### src/rtl/palette_lookup_arbiter_pkg.sv
// rtl/palette_lookup_arbiter_pkg.sv - shared defaults, colour struct and state type for the palette lookup arbiter
package palette_lookup_arbiter_pkg;

   localparam int DEF_NUM_REQ     = 3;
   localparam int DEF_IDX_W       = 4;
   localparam int DEF_CH_W        = 4;
   localparam int TRANSPARENT_IDX = 0;

   typedef struct packed {
      logic [DEF_CH_W-1:0] red;
      logic [DEF_CH_W-1:0] green;
      logic [DEF_CH_W-1:0] blue;
   } rgb_t;

   typedef enum logic {
      ST_IDLE,
      ST_ACTIVE
   } state_t;

endpackage

### src/rtl/palette_lookup_arbiter_rom.sv
// rtl/palette_lookup_arbiter_rom.sv - combinational 16-entry palette table, index to rgb
module palette_rom
   import palette_lookup_arbiter_pkg::*;
#(
   parameter int IDX_W = DEF_IDX_W
) (
   input  logic [IDX_W-1:0] idx,
   output rgb_t             color
);

   always_comb begin
      color = '{red: 4'h0, green: 4'h0, blue: 4'h0};
      case (idx)
         IDX_W'(0):  color = '{red: 4'h1, green: 4'h1, blue: 4'h3};
         IDX_W'(1):  color = '{red: 4'hF, green: 4'hF, blue: 4'hF};
         IDX_W'(2):  color = '{red: 4'h4, green: 4'h6, blue: 4'hE};
         IDX_W'(3):  color = '{red: 4'h0, green: 4'h0, blue: 4'h0};
         IDX_W'(4):  color = '{red: 4'hE, green: 4'h2, blue: 4'h2};
         IDX_W'(5):  color = '{red: 4'h2, green: 4'hC, blue: 4'h3};
         IDX_W'(6):  color = '{red: 4'hF, green: 4'hD, blue: 4'h2};
         IDX_W'(7):  color = '{red: 4'h8, green: 4'h4, blue: 4'h1};
         IDX_W'(8):  color = '{red: 4'h5, green: 4'h7, blue: 4'hD};
         IDX_W'(9):  color = '{red: 4'hC, green: 4'hC, blue: 4'hC};
         IDX_W'(10): color = '{red: 4'h7, green: 4'h7, blue: 4'h7};
         IDX_W'(11): color = '{red: 4'hF, green: 4'h8, blue: 4'hA};
         IDX_W'(12): color = '{red: 4'h3, green: 4'h9, blue: 4'h9};
         IDX_W'(13): color = '{red: 4'hA, green: 4'h3, blue: 4'hE};
         IDX_W'(14): color = '{red: 4'h6, green: 4'hB, blue: 4'hF};
         IDX_W'(15): color = '{red: 4'h2, green: 4'h2, blue: 4'h2};
         default:    color = '{red: 4'h0, green: 4'h0, blue: 4'h0};
      endcase
   end

endmodule

### src/rtl/palette_lookup_arbiter.sv
// rtl/palette_lookup_arbiter.sv - round-robin arbiter sharing one palette lookup among sprite requesters
module palette_lookup_arbiter
   import palette_lookup_arbiter_pkg::*;
#(
   parameter  int NUM_REQ = DEF_NUM_REQ,
   parameter  int IDX_W   = DEF_IDX_W,
   parameter  int CH_W    = DEF_CH_W,
   localparam int ID_W    = (NUM_REQ > 1) ? $clog2(NUM_REQ) : 1
) (
   input  logic                     Clk,
   input  logic                     Reset_n,
   input  logic [NUM_REQ-1:0]       req,
   input  logic [NUM_REQ*IDX_W-1:0] req_index,
   output logic [NUM_REQ-1:0]       gnt,
   output logic                     rsp_valid,
   output logic [ID_W-1:0]          rsp_id,
   output logic [CH_W-1:0]          red,
   output logic [CH_W-1:0]          green,
   output logic [CH_W-1:0]          blue,
   output logic                     rsp_transparent
);

   state_t             state;
   logic [ID_W-1:0]    last_granted;
   logic [ID_W-1:0]    winner;
   logic               found;
   int                 cand;
   logic [ID_W-1:0]    cand_id;
   logic [IDX_W-1:0]   sel_idx;
   logic [NUM_REQ-1:0] gnt_next;
   logic [ID_W-1:0]    s1_id;
   logic [IDX_W-1:0]   s1_idx;
   rgb_t               rom_q;

   // Search starts one past the last winner and wraps, giving round-robin fairness.
   always_comb begin
      winner  = last_granted;
      found   = 1'b0;
      cand    = 0;
      cand_id = '0;
      for (int k = 0; k < NUM_REQ; k++) begin
         cand = int'(last_granted) + 1 + k;
         if (cand >= NUM_REQ) cand = cand - NUM_REQ;
         cand_id = cand[ID_W-1:0];
         if (!found && req[cand_id]) begin
            found  = 1'b1;
            winner = cand_id;
         end
      end
   end

   always_comb begin
      sel_idx  = '0;
      gnt_next = '0;
      for (int i = 0; i < NUM_REQ; i++) begin
         if (winner == ID_W'(i)) sel_idx = req_index[i*IDX_W +: IDX_W];
      end
      gnt_next[winner] = found;
   end

   palette_rom #(.IDX_W(IDX_W)) u_rom (
      .idx   (s1_idx),
      .color (rom_q)
   );

   // ACTIVE means a request was accepted last edge and its lookup is in flight.
   always_ff @(posedge Clk or negedge Reset_n) begin
      if (!Reset_n) begin
         state           <= ST_IDLE;
         last_granted    <= ID_W'(NUM_REQ - 1);
         gnt             <= '0;
         s1_id           <= '0;
         s1_idx          <= '0;
         rsp_valid       <= 1'b0;
         rsp_id          <= '0;
         red             <= '0;
         green           <= '0;
         blue            <= '0;
         rsp_transparent <= 1'b0;
      end else begin
         state     <= found ? ST_ACTIVE : ST_IDLE;
         gnt       <= gnt_next;
         rsp_valid <= (state == ST_ACTIVE);
         if (found) begin
            last_granted <= winner;
            s1_id        <= winner;
            s1_idx       <= sel_idx;
         end
         if (state == ST_ACTIVE) begin
            rsp_id          <= s1_id;
            red             <= CH_W'(rom_q.red);
            green           <= CH_W'(rom_q.green);
            blue            <= CH_W'(rom_q.blue);
            rsp_transparent <= (s1_idx == IDX_W'(TRANSPARENT_IDX));
         end
      end
   end

endmodule

### config.mk
export PLATFORM = sky130hd
export DESIGN_NAME = palette_lookup_arbiter
export DESIGN_NICKNAME = d
export VERILOG_FILES = /design/src/rtl/palette_lookup_arbiter_pkg.sv /design/src/rtl/palette_lookup_arbiter_rom.sv /design/src/rtl/palette_lookup_arbiter.sv
export SDC_FILE = /design/constraint.sdc
export NUM_CORES = 1
export LEC_CHECK = 0
export ABC_AREA = 0
export BUFFER_PORTS_ARGS = -buffer_cell sky130_fd_sc_hd__clkbuf_2
export CAP_MARGIN = 20
export CORE_MARGIN = 1.5
export CORE_UTILIZATION = 45
export DETAILED_ROUTE_END_ITERATION = 12
export HOLD_SLACK_MARGIN = 0.1
export PLACE_DENSITY = 0.71
export SLEW_MARGIN = 20
export SYNTH_ARGS = -nofsm -noshare
export SYNTH_HDL_FRONTEND = slang
export SYNTH_HIERARCHICAL = 1
export SYNTH_SLANG_ARGS = --single-unit
### constraint.sdc
create_clock -name Clk -period 2.3 [get_ports Clk]
set_clock_uncertainty 0.05 [all_clocks]
set_input_delay 0.23 -clock Clk [delete_from_list [all_inputs] [get_ports Clk]]
set_output_delay 0.23 -clock Clk [all_outputs]
set_load 0.05 [all_outputs]
Word level (Yosys, flattened, before mapping)
Memory sizes are Yosys's and may differ from the RTL's. A register that Yosys moved wholly into a read port is not among the register bits.
Cells that the tools add are included.
{ "totals": {"reg_bits": 16, "in_bits": 17, "output_inout_bits": 19, "memories": 1, "rom_bits": 192, "elab_cells": 55} }
{ "mem_list": {"columns": ["name", "depth", "word_bits", "rd", "rd_clocked_by_memory_dff", "wr", "line_no", "source"], "rows": [
  ["(name not given)", 16, 12, 1, 1, 0, "palette_lookup_arbiter_rom.sv:13", "case (idx)"]
]} }
{ "classes": {"magnitude_cmp": 8, "reduce_logical": 8, "add_sub_neg": 6, "eq_ne": 2, "bitwise": 1, "mux": 21} }
{ "op_table": {"columns": ["op", "count"], "rows": [
  ["$lt A2 B3 Y1 const B", 4],
  ["$mux W2", 6],
  ["$mux W4", 3],
  ["$ge A4 B2 Y1 const B", 2],
  ["$mux W1", 8],
  ["$bmux W1 S2", 3],
  ["$sub A2 B2 Y2 const B", 3],
  ["$add A3 B1 Y4 const B", 1],
  ["$add A3 B2 Y4 const B", 1],
  ["$logic_not A4 Y1", 1],
  ["$add A2 B1 Y3 const B", 1],
  ["$and A3 B3 Y3", 1],
  ["$ge A3 B2 Y1 const B", 1],
  ["$logic_and A1 B1 Y1", 3],
  ["$logic_not A1 Y1", 3],
  ["$demux W1 S2", 1],
  ["$eq A2 B1 Y1 const B", 1],
  ["$eq A2 B2 Y1 const B", 1],
  ["$ge A2 B1 Y1 const B", 1],
  ["$logic_not A2 Y1", 1]
]} }

Depth between registers and ports, before layout
Gate-level depths: netlist of the first run.
{ "depth": {"word_depth": 17, "depth_mapped": 11, "mapped_depth_nobuf": 9} }

Hierarchy
The synthesis of the first run kept the hierarchy.
{ "by_module_without_submodules": {"columns": ["module", "instances", "seq_area_each_um2", "area_per_inst_um2", "cells_each"], "rows": [
  ["palette_lookup_arbiter", 1, 676.9, 1271.2, 109],
  ["palette_rom", 1, 0.0, 395.4, 56]
]} }

Worst setup path after synthesis of the first run
No wires, ideal clock.
{ "synth_path": {"path_kind": "register to register", "startpoint": "register last_granted[1]", "endpoint": "register s1_id[1]", "required_ns": 2.125, "setup_time_ns": 0.125, "period_less_slack_ns": 2.157, "n_path_buf": 1, "setup_slack_ns": 0.143, "arrival_time_ns": 1.983, "path_stages_with_launch": 9, "cell_sequence": "dfstp_2 inv_1 ha_1 buf_2 a211o_1 o32a_1 o21ai_2 inv_2 mux2_2"} }
{ "synth_via": {"elab_chain_cells": 12, "word_cells_on_any_way": 28, "cone_classes": "6 x add/sub; 3 x order compare; 15 x mux; 4 x reduce/logical"} }
{ "synth_rtl": {"columns": ["element", "line_no", "source"], "rows": [
  ["start, declared", "palette_lookup_arbiter.sv:24", "logic [ID_W-1:0] last_granted;"],
  ["start signal, assigned", "palette_lookup_arbiter.sv:70", "last_granted <= ID_W'(NUM_REQ - 1);"],
  ["start signal, assigned", "palette_lookup_arbiter.sv:85", "last_granted <= winner;"],
  ["parallel branches: the longest is 12 deep, another holds $add A3 B1 Y4", null, null],
  ["end signal, assigned", "palette_lookup_arbiter.sv:86", "s1_id <= winner;"],
  ["end, declared", "palette_lookup_arbiter.sv:31", "logic [ID_W-1:0] s1_id;"]
]} }
Several ways; the timed one is not identified. The select of a mux whose other input is x is not followed.
A chain may end at the register's enable or synchronous reset.

Final worst setup path of the first run
{ "layout_path": {"startpoint": "register last_granted[0]", "endpoint": "register s1_id[1]"} }
{ "layout_via": {"elab_chain_cells": 12, "word_cells_on_any_way": 28, "cone_classes": "6 x add/sub; 3 x order compare; 15 x mux; 4 x reduce/logical"} }
{ "layout_rtl": {"columns": ["element", "line_no", "source"], "rows": [
  ["$add A2 B1 Y3 (*)", "palette_lookup_arbiter.sv:42", "cand = int'(last_granted) + 1 + k;"],
  ["parallel branches: the longest is 11 deep, another holds $add A3 B1 Y4", null, null]
]} }
Every way passes the cells marked *. The select of a mux whose other input is x is not followed.

==> flow_summary_export.csv, run 1 <==
group,metric,value,unit
clocking,cts_tree,"yes",
drt,drt_iter0_drc,51,
die,fp.dieH,63.9,um
drt,drc_errors,0,
drt,drt-wirelength-per-cell,13.2,um
setup_path,path_class,"reg -> reg",
grt,grt_max_degree,28,
sta,hold_violations,0,
grt,gr-total-overflow,0,
placement,place.port_buffers,35,
synthesis,synth_most_common_cell,"dfrtp_1",
finish,final_cell_area,1980,um2
synthesis,syn_avg_cell_area,10.1,um2
setup_path,arrival,2270,ps
sta,setup_viol_count_final,0,
grt,grt_pass1_vias,1228,
synthesis,synth_edf_count,0,
clocking,clk_pin_slew_worst_paths,90,ps
clocking,htree_levels,1,
placement,postPlaceCellArea,1860,um2
sta,tightest_slew,726,ps
placement,place.gp.congestion,0.880,
setup_path,startpoint_type,"flip-flop",
die,die_w,63.9,um
sta,timing.final.crit_period,2170,ps
die,ios,36,
drt,totalWireLength,3240,um
sta,rsz0062_at_grt,"false",
setup_path,end_kind,"flip-flop",
drt,via_count,1309,
finish,fill_cells,306,
grt,antenna_found_initial,0,
synthesis,yosysSeqAreaShare,0.406,
clocking,cts_sinks,27,
synthesis,netlist_area,1670,um2
synthesis,syn_nets,192,
drt,first_pass_iters,4,
synthesis,synth_top_area_share,0.390,
synthesis,yosys_warnings,6,
synthesis,synthFlopType,"dfrtp_1",
drt,ant_nets,0,
placement,pre_cts_ws,36.6,ps
clocking,root_buffer,"clkbuf_8",
synthesis,yosys-top-cells-area,"dfrtp_1 39%, mux2_2 11%, ha_1 7.5%, a31oi_1 3.0%, o21ai_1 3.0%",
placement,dp_hpwl,2450,um
synthesis,ys_ff_latch,27,
finish,nets,228,
sta,relSlewSlack,0.516,
flow_run,max_cap_viol_count,0,
sta,worst_slack,131,ps
synthesis,yosys.area.top_type,"dfrtp_1",
sta,tns,0,ps
clocking,clock_latency,260,ps
die,core_area,3440,um2
finish,fin_util,0.575,
finish,drive_above_1_share,0.400,
grt,grt_usage,0.169,
setup_path,cp_max_fo,7,
clocking,cts_buffers,3,
die,initial_core_util,0.484,
finish,syn2layout_area_growth,18.7,%
synthesis,ys_types,44,
synthesis,synthCells,165,
sta,slew_violations,0,
synthesis,synth_common_cells,"26 x dfrtp_1, 16 x mux2_2, 10 x ha_1, 10 x o21ai_1, 9 x nor2_1",
sta,min_period_over_period,0.943,
drt,viasPerCell,5.32,
clocking,cts.path.max_buffers,2,
sta,fmax,461,MHz
die,die_area,4080,um2
outcome,outcome,"finished, final reports clean",
die,row_count,21,
setup_path,required,2410,ps
synthesis,async_flop_share,1.00,
grt,grt_pass1_wl,5560,um
min_path,min_path_type,"in -> reg",
finish,diodes,0,
routing by layer:
metal / GRT usage / vias to the layer above / wire [um]
li1: - / 658 / -
met1: 0.218 / 616 / 1490
met2: 0.297 / 31 / 1590
met3: 0.0264 / 4 / 123
met4: 0.0408 / 0 / 38
met5: 0 / - / 0
layout by cell type (no fill, tap or decap), types with 5 or more instances in the layout:
master	Yosys	final
nand2_1	7	7
ha_1	10	7
clkbuf_2	0	35
a21oi_1	6	5
a31oi_1	8	8
nor2_1	9	9
nand2b_1	6	6
inv_1	7	5
dfrtp_1	26	25
mux2_2	16	16
o21ai_1	10	10
cells by family after synthesis:
family,count (synthesis),share of synthesized area
compound gates,46,0.185
mux,17,0.117
xor+xnor,1,0.00526
flops,27,0.406
buf+inv,19,0.0601
fa+ha+maj,10,0.0751
simple gates,45,0.152
per-stage QoR:
stage | hold WS (ps) | std cells
3_3_place_gp | 224 | 240
2_1_floorplan | -116 | 165
5_1_grt | 160 | 246
3_5_place_dp | 243 | 240
4_1_cts | 152 | 245
6_report | 155 | 246
state kept, by name, summed over array words and instances, names as in the netlist:
register	cells
blue	4
red	4
rsp_id	2
rsp_transparent	1
s1_id	1
gnt	3
green	4
state	1
last_granted	2
rsp_valid	1
s1_idx	4
final timing paths:
check	startpoint	to	slack (ps)	cells after the start
setup / recovery	last_granted[0]	s1_id[1]	130	8
hold / removal	req_index[8]	s1_idx[0]	160	3
setup reg to reg	last_granted[0]	s1_id[1]	130	8
hold reg to reg	rsp_id[1]	rsp_id[1]	460	1
max in group asynchronous	Reset_n	last_granted[0]	1290	2
min in group asynchronous	Reset_n	red[0]	460	2
critical path: stages, from the launching register on:
cell	delay, ps
dfrtp_2	450
inv_2	120
ha_2	210
inv_1	70
a211o_1	370
o32a_1	320
o21ai_2	110
inv_2	100
mux2_2	270
layout make-up:
class | count | area [um2] | area share
multi-input cells | 119 | 937 | 0.474
flip-flops and latches | 27 | 678 | 0.343
repair buffers | 41 | 226 | 0.114
well taps | 46 | 57.6 | 0.0291
clock buffers | 4 | 45.0 | 0.0228
inverters | 9 | 33.8 | 0.0171
repair_timing:
action / 4_1_cts / 5_1_grt
hold buffers: 1 / 0
resized for setup: 0 / 15
setup endpoints to repair: 0 / 8
setup buffers: 0 / 1
endpoints found under the hold margin: 26 / 0
Power of run 1 is left out: the tool's default activity adds up to more than one toggle a clock period on the data nets, which glitch-free logic cannot reach.
==> run 2, diff against run 1 <==
Settings changed: ABC_AREA 0 to 1, PLACE_DENSITY 0.71 to 0.7.
Clock period 2.3 ns to 1.8 ns, I/O delays scaled along.
==> flow_summary_export.csv, run 2 <==
group,metric,value,unit
outcome,outcome,"finished with violations",
outcome,violations,"negative setup slack",
clocking,root_buffer,"clkbuf_8",
sta,setup_viol_count_final,11,
finish,final_cell_mix,"58 x nand2_1, 35 x clkbuf_2, 26 x dfrtp_1",
synthesis,netlist_area,1820,um2
setup_path,crit_buf_inv,2,
synthesis,yosys-top-cells-area,"dfrtp_1 36%, nand2_1 13%, mux2_2 8.1%, ha_1 6.9%, nand3_1 6.6%",
finish,nets,301,
synthesis,syn_avg_cell_area,8.30,um2
min_path,min_path_type,"in -> reg",
die,initial_core_util,0.482,
sta,worst_slack,-336,ps
synthesis,syn_nets,246,
setup_path,arrival,2270,ps
sta,tightest_slew,702,ps
setup_path,end_kind,"flip-flop",
clocking,clk_pin_slew_worst_paths,100,ps
synthesis,synthFlopType,"dfrtp_1",
sta,fmax,468,MHz
grt,grt_usage,0.210,
grt,grt_max_degree,28,
clocking,cts_tree,"yes",
die,die_area,4430,um2
synthesis,synth_most_common_cell,"nand2_1",
die,fp.dieH,66.6,um
synthesis,ys_types,32,
clocking,htree_levels,1,
setup_path,path_delay_family,"simple AND/OR/NAND/NOR gates",
synthesis,synth_compound_area_frac,0.0227,
flow_run,max_cap_viol_count,0,
setup_path,startpoint_type,"flip-flop",
synthesis,synth_edf_count,0,
clocking,clock_latency,280,ps
synthesis,yosys_warnings,6,
clocking,cts.path.max_buffers,2,
synthesis,synthCells,219,
drt,drc_errors,0,
drt,drt-wirelength-per-cell,13.5,um
sta,min_period_over_period,1.19,
die,core_area,3770,um2
placement,dp_hpwl,2890,um
placement,place.gp.congestion,0.896,
finish,diodes,0,
die,die_w,66.6,um
drt,drt_iter0_drc,98,
setup_path,path_class,"reg -> reg",
sta,slew_violations,0,
placement,place.port_buffers,35,
synthesis,synth_top_family_by_area,"simple AND/OR/NAND/NOR gates",
grt,grt_pass1_wl,7160,um
grt,antenna_found_initial,0,
synthesis,ys_ff_latch,27,
sta,rsz0062_at_grt,"true",
clocking,cts_sinks,27,
synthesis,synth_common_cells,"64 x nand2_1, 26 x dfrtp_1, 24 x nand3_1",
grt,grt_pass1_vias,1610,
finish,fill_cells,329,
setup_path,max_stage_delay,560,ps
drt,viasPerCell,5.19,
placement,postPlaceCellArea,2150,um2
synthesis,synth.mux.area_fraction,0.0805,
drt,ant_nets,0,
synthesis,yosys.area.top_type,"dfrtp_1",
setup_path,cp_cell_sequence,"inv_2 > ha_4 > nand2_1 > nand2_1 > nand2_4 > nand3_2 > nand2_4 > nor2_8 > inv_4 > nand3_2 > nand2_2 > nor2_4 > nor2_2",
synthesis,yosysSeqAreaShare,0.372,
setup_path,cp_max_fo,6,
sta,timing.final.crit_period,2140,ps
synthesis,synthXorXnorAreaFrac,0.00482,
synthesis,synthAdderAreaFrac,0.0688,
drt,via_count,1667,
finish,final_common_cell,"nand2_1",
drt,first_pass_iters,4,
sta,hold_violations,0,
finish,drive_above_1_share,0.454,
synthesis,yosys.area_share.simple,0.389,
finish,final_cell_area,2380,um2
synthesis,synth_top_area_share,0.358,
setup_path,slowest_stage,"dfstp_2",
die,ios,36,
setup_path,required,1930,ps
grt,gr-total-overflow,0,
drt,totalWireLength,4340,um
sta,relSlewSlack,0.532,
die,row_count,22,
clocking,cts_buffers,3,
synthesis,async_flop_share,1.00,
finish,syn2layout_area_growth,30.8,%
[run 2: tightest hold or removal path, delay by kind of cell]
| kind | cells | cell delay (ps) |
|---|---|---|
| buffers and inverters | 1 | 90 |
| and+or+nand+nor | 4 | 220 |
[run 2: logic make-up (layout without fill, tap and decap cells)]
family / count (synthesis) / in the layout
adder cells (fa/ha/maj): 10 / 10
AND/OR/NAND/NOR: 136 / 138
AO/OA/AOI/OAI: 7 / 7
buffers and inverters: 25 / 77
multiplexers: 13 / 13
flip-flops: 27 / 27
XOR/XNOR: 1 / 1
[run 2: worst paths after layout]
check | start | to | slack [ps] | cells after the start
min reg2reg | red[2] | red[2] | 460 | 1
max | last_granted[1] | s1_idx[0] | -340 | 13
max in group asynchronous | Reset_n | green[1] | 840 | 2
min | req_index[5] | s1_idx[1] | 190 | 5
max reg2reg | last_granted[1] | s1_idx[0] | -340 | 13
min in group asynchronous | Reset_n | gnt[0] | 410 | 2
[run 2: metal layers]
layer,wire (um),global-route usage
met1,1880,0.259
met2,2170,0.371
met3,243,0.0439
met4,51,0.0510
met5,0,0
[run 2: repair_timing]
item                                    4_1_cts  5_1_grt
cloned                                        1        1
buffers inserted                              2        1
pin swaps                                    10       14
endpoints found under the setup margin       10       11
hold buffers                                  1        0
endpoints found under the hold margin        26        0
resized for setup                            19       12
[run 2: cell type report]
cell class / instances / area [um2] / area share
multi-input combinational: 169 / 1200 / 0.503
sequential: 27 / 677 / 0.285
timing repair buffer: 53 / 317 / 0.133
inverter: 20 / 82.6 / 0.0347
tap: 48 / 60.1 / 0.0252
clock buffer: 3 / 41.3 / 0.0174
clock inverter: 1 / 5.00 / 0.00210
[run 2: metrics by stage]
stage	setup slack [ps]	instances	hold WS, ps	TNS (ps)	utilization
floorplan	-158	219	-166	-799	-
global placement	-232	311	198	-1480	0.571
detailed placement	-270	311	216	-1700	0.571
CTS	-245	319	185	-1900	0.614
global route	-419	321	205	-3430	0.631
finish	-336	321	185	-2500	0.631
Power of run 2 is left out for the same reason.
